===== config.mk =====
export PLATFORM = sky130hd
export DESIGN_NAME = btn_debounce
export DESIGN_NICKNAME = d
export VERILOG_FILES = /design/src/rtl/alu_pkg.sv /design/src/rtl/debounce_ch.sv /design/src/rtl/btn_debounce.sv
export SDC_FILE = /design/constraint.sdc
export NUM_CORES = 1
export LEC_CHECK = 0
export CORE_UTILIZATION = 47
export CTS_BUF_LIST = sky130_fd_sc_hd__clkbuf_8
export CTS_CLUSTER_SIZE = 28
export DETAILED_ROUTE_END_ITERATION = 12
export GPL_ROUTABILITY_DRIVEN = 0
export PLACE_DENSITY_LB_ADDON = 0.12
export RECOVER_POWER = 100
export SLEW_MARGIN = 30
export SYNTH_ARGS = -nofsm -noshare
export SYNTH_HDL_FRONTEND = slang
export SYNTH_HIERARCHICAL = 1
export SYNTH_SLANG_ARGS = --single-unit

===== constraint.sdc =====
create_clock -name clk -period 4.1 [get_ports clk]
set_clock_uncertainty 0.2 [all_clocks]
set_input_delay 0.615 -clock clk [delete_from_list [all_inputs] [get_ports clk]]
set_output_delay 0.615 -clock clk [all_outputs]
set_load 0.1 [all_outputs]

===== src/rtl/alu_pkg.sv =====
// alu_pkg: shared types and constants for the operand-entry front end.
package alu_pkg;

    typedef enum logic [1:0] {
        IDLE,
        PRESS_CHK,
        HELD,
        REL_CHK
    } deb_state_t;

    // 10 ms of stability at a 100 MHz system clock
    localparam int DEB_CYCLES_DEFAULT = 1_000_000;

endpackage


===== src/rtl/debounce_ch.sv =====
// debounce_ch: one button channel - 2-flop synchronizer, press/release qualifier FSM,
// registered level and single-cycle press pulse.
module debounce_ch
    import alu_pkg::*;
#(
    parameter int DEBOUNCE_CYCLES = DEB_CYCLES_DEFAULT
) (
    input  logic clk,
    input  logic rst,
    input  logic raw,
    output logic level,
    output logic pulse
);

    localparam int CW = $clog2(DEBOUNCE_CYCLES);
    localparam logic [CW-1:0] LAST = CW'(DEBOUNCE_CYCLES - 1);

    logic meta, sync;
    logic [CW-1:0] cnt, next_cnt;
    deb_state_t state, next_state;

    always_ff @(posedge clk or posedge rst)
        if (rst) begin
            meta  <= 1'b0;
            sync  <= 1'b0;
            state <= IDLE;
            cnt   <= '0;
            level <= 1'b0;
            pulse <= 1'b0;
        end else begin
            meta  <= raw;
            sync  <= meta;
            state <= next_state;
            cnt   <= next_cnt;
            level <= (next_state == HELD) || (next_state == REL_CHK);
            pulse <= (state == PRESS_CHK) && (next_state == HELD);
        end

    // Counter saturates at LAST by leaving the check state; it never wraps.
    always_comb begin
        next_state = state;
        next_cnt   = cnt;
        case (state)
            IDLE:
                if (sync) begin
                    next_state = PRESS_CHK;
                    next_cnt   = '0;
                end
            PRESS_CHK:
                if (!sync) begin
                    next_state = IDLE;
                    next_cnt   = '0;
                end else if (cnt == LAST) begin
                    next_state = HELD;
                    next_cnt   = '0;
                end else
                    next_cnt = cnt + 1'b1;
            HELD:
                if (!sync) begin
                    next_state = REL_CHK;
                    next_cnt   = '0;
                end
            REL_CHK:
                if (sync) begin
                    next_state = HELD;
                    next_cnt   = '0;
                end else if (cnt == LAST) begin
                    next_state = IDLE;
                    next_cnt   = '0;
                end else
                    next_cnt = cnt + 1'b1;
            default: begin
                next_state = IDLE;
                next_cnt   = '0;
            end
        endcase
    end

endmodule


===== src/rtl/btn_debounce.sv =====
// btn_debounce: N_BTN independent push-button debouncers; btn_pulse[0] feeds the
// operand loader's btn_load.
module btn_debounce
    import alu_pkg::*;
#(
    parameter int N_BTN           = 4,
    parameter int DEBOUNCE_CYCLES = DEB_CYCLES_DEFAULT
) (
    input  logic             clk,
    input  logic             rst,
    input  logic [N_BTN-1:0] btn_raw,
    output logic [N_BTN-1:0] btn_level,
    output logic [N_BTN-1:0] btn_pulse
);

    for (genvar i = 0; i < N_BTN; i++) begin : g_ch
        debounce_ch #(
            .DEBOUNCE_CYCLES(DEBOUNCE_CYCLES)
        ) u_ch (
            .clk  (clk),
            .rst  (rst),
            .raw  (btn_raw[i]),
            .level(btn_level[i]),
            .pulse(btn_pulse[i])
        );
    end

endmodule


==> results.sh <==
export IMPL_hp_class="flop to flop"
export IMPL_power_frac_seq_pct=57.6
export IMPL_synth_top_family_by_area="simple AND/OR/NAND/NOR gates"
export IMPL_vias=3981
export IMPL_cts_buffers=9
export IMPL_synth_simple_gate_area_share_pct=24.8
export IMPL_period_share_pct=71.2
export IMPL_die_w_um=108
export IMPL_synth_edf_count=0
export IMPL_via_per_inst=5.83
export IMPL_antenna_found_initial=0
export IMPL_combPwrFrac_pct=5.5
export IMPL_finalHoldViolCount=0
export IMPL_htree_num_levels=3
export IMPL_synthDistinctLibCells=49
export IMPL_dieArea_sq_um=11800
export IMPL_power_leakage_nw=2.31
export IMPL_synth_top_area_share_pct=48.8
export IMPL_synthMostInstantiatedCell="dfrtp_1"
export IMPL_finalCriticalPeriod_ns=2.92
export IMPL_io_pins=14
export IMPL_grt_pass1_vias=3726
export IMPL_cts_tree="yes"
export IMPL_worstPathArrival_ns=3.01
export IMPL_synth_area_leaders="dfrtp_1, xnor2_1, a31oi_1"
export IMPL_ys_top_cells_by_count="dfrtp_1, nand2_1, nor2_1"
export IMPL_path_clk_slew_ns=0.10
export IMPL_finalSetupViolCount=0
export IMPL_cts_hold_buf=0
export IMPL_fmax_mhz=342
export IMPL_synth_top_cell_by_area="dfrtp_1"
export IMPL_switchingPower_mw=0.448
export IMPL_drv_slew=0
export IMPL_seq_area_frac_synth_pct=48.8
export IMPL_synthMuxAreaShare_pct=3.10
export IMPL_finalSetupTns_ns=0
export IMPL_drt_iter0_drc=194
export IMPL_clkPwrFrac_pct=36.9
export IMPL_netlist_area_sq_um=5330
export IMPL_synth_xor_area_share_pct=5.43
export IMPL_reg2regPathDepth=6
export IMPL_syn_avg_cell_area_sq_um=10.1
export IMPL_synth_compound_area_share_pct=13.4
export IMPL_drive_gt1_share_pct=7.00
export IMPL_start_util_pct=48.7
export IMPL_root_buffer="clkbuf_8"
export IMPL_area_delta_synth_final_pct=5.89
export IMPL_fp_row_count=38
export IMPL_yosysWarnings=6
export IMPL_drc=0
export IMPL_ys_flop_type="dfrtp_1"
export IMPL_synthCells=529
export IMPL_intPower_mw=1.42
export IMPL_critPathKind="flop to flop"
export IMPL_clock_sinks=104
export IMPL_cp_start_kind="flop"
export IMPL_power_mw=1.87
export IMPL_p_sw_share_pct=24.0
export IMPL_overflow=0
export IMPL_end_kind="flop"
export IMPL_dr_pass1_iters=4
export IMPL_grt_pass1_wl_um=17700
export IMPL_core_area_sq_um=10900
export IMPL_worstMarginPinSlew_ns=1.42
export IMPL_max_cap_violations=0
export IMPL_relSlewSlack_pct=5.29
export IMPL_cts_repair_resized=0
export IMPL_cts_buffer_depth=2
export IMPL_clkLatencyLatePin_ns=0.37
export IMPL_hold_depth=0
export IMPL_n_antenna_cell=0
export IMPL_die_h_um=108
export IMPL_rsz0062_at_grt="no"
export IMPL_postCtsSetupRepairBufs=0
export IMPL_cellPowerDensity_nw_per_um2=331
export IMPL_drt_antenna_violating_nets=0
export IMPL_grt_use_total_pct=19.2
export IMPL_layout_nets=548
export IMPL_synth_fp_nets=539
export IMPL_wire_per_inst_um=15.1
export IMPL_wirelength_um=10300
export IMPL_cp_max_fo=21
export IMPL_status="completed"
export IMPL_asyncSetResetFlopFracSynth_pct=100
export IMPL_critPathRequiredTime_ns=4.19
export IMPL_synth_adder_area_share_pct=0.939
export IMPL_grt_start_max_net_pins=34
export IMPL_hpwlAfterDp_um=6840
export IMPL_vdd_drop_max_v=0.000357
export IMPL_synth_seq_cells=104
export IMPL_io_buffers=13
[cell families after synthesis]
family	count (synthesis)
multiplexers	15
adder cells (fa/ha/maj)	4
XOR/XNOR	33
AND/OR/NAND/NOR	224
buffers and inverters	38
AO/OA/AOI/OAI	111
flip-flops	104
[layout make-up]
type                    instances  area (sq um)
clock buffers                   9           124
clock inverters                 7          88.8
fillers                      1022          5290
inverters                      23          86.3
multi-input cells             387          2430
flip-flops and latches        104          2600
well taps                     140           175
repair buffers                 13           130
[power by group through the flow]
| stage | sequential [mW] | combinational, mW | clock (mW) |
|---|---|---|---|
| 6_report | 1.08 | 0.103 | 0.689 |
| 4_1_cts | 1.08 | 0.110 | 0.714 |
| 3_5_place_dp | 1.10 | 0.110 | 0 |
| 5_1_grt | 1.08 | 0.118 | 0.746 |
| 2_1_floorplan | 1.09 | 0.0873 | 0 |
| 3_3_place_gp | 1.10 | 0.107 | 0 |
[cells in the final DEF (no fill, tap or decap), types with 7 or more instances in the layout]
| master | synthesis | routed |
|---|---|---|
| dfrtp_1 | 104 | 104 |
| nand2_1 | 46 | 46 |
| nor2_1 | 43 | 46 |
| nand3_1 | 37 | 38 |
| a31oi_1 | 33 | 33 |
| o21ai_0 | 23 | 30 |
| inv_1 | 23 | 25 |
| xnor2_1 | 25 | 25 |
| a21oi_1 | 18 | 21 |
| nand4_1 | 14 | 14 |
| a22o_1 | 14 | 14 |
| dlygate4sd3_1 | 0 | 13 |
| nand2b_1 | 10 | 10 |
| clkbuf_8 | 0 | 9 |
| nor4_1 | 6 | 9 |
| nor3_1 | 8 | 9 |
| xor2_1 | 8 | 8 |
| and4_1 | 8 | 8 |
| or2_2 | 7 | 7 |
| and3_1 | 7 | 7 |
| mux2_1 | 6 | 7 |
[metal layers]
| metal | share of wire (%) | track usage, % |
|---|---|---|
| met5 | 0 | 0 |
| met1 | 48 | 26.5 |
| met3 | 3.3 | 3.98 |
| met4 | 1.7 | 6.85 |
| met2 | 47 | 29.9 |
[worst paths after layout]
path | startpoint | end | slack, ns
worst max-delay path | g_ch[0].u_ch/cnt[0] | g_ch[0].u_ch/cnt[7] | 1.18
max in group asynchronous | rst | g_ch[2].u_ch/level | 2.26
worst min-delay path | g_ch[2].u_ch/meta | g_ch[2].u_ch/sync | 0.16
min in group asynchronous | rst | g_ch[0].u_ch/cnt[1] | 0.77
worst min register to register | g_ch[2].u_ch/meta | g_ch[2].u_ch/sync | 0.16
worst max register to register | g_ch[0].u_ch/cnt[0] | g_ch[0].u_ch/cnt[7] | 1.18
[state kept, by name (all words and copies together) (netlist names)]
| name | count |
|---|---|
| g_ch.u_ch/pulse | 4 |
| g_ch.u_ch/level | 4 |
| g_ch.u_ch/meta | 4 |
| g_ch.u_ch/cnt | 80 |
| g_ch.u_ch/state | 8 |
| g_ch.u_ch/sync | 4 |
[critical path: stages, from the launching register on]
cell	delay, ns
dfrtp_1	0.42
ha_1	0.24
nand3_1	0.16
nor4_1	0.09
a21oi_1	1.07
nor2_1	0.44
nor2_1	0.21
[metrics by stage]
| step | instance area, sq um | cells | utilization [%] | setup slack [ns] | hold WS, ns |
|---|---|---|---|---|---|
| 6_report | 5640 | 683 | 51.6 | 1.18 | 0.157 |
| 3_3_place_gp | 5540 | 667 | 50.6 | 1.82 | 0.135 |
| 2_1_floorplan | 5330 | 529 | - | 2.15 | 0.131 |
| 3_5_place_dp | 5540 | 667 | 50.6 | 1.75 | 0.142 |
| 5_1_grt | 5640 | 683 | 51.6 | 0.829 | 0.173 |
| 4_1_cts | 5750 | 683 | 52.6 | 1.41 | 0.161 |
Power figures use the tool's default switching activity.
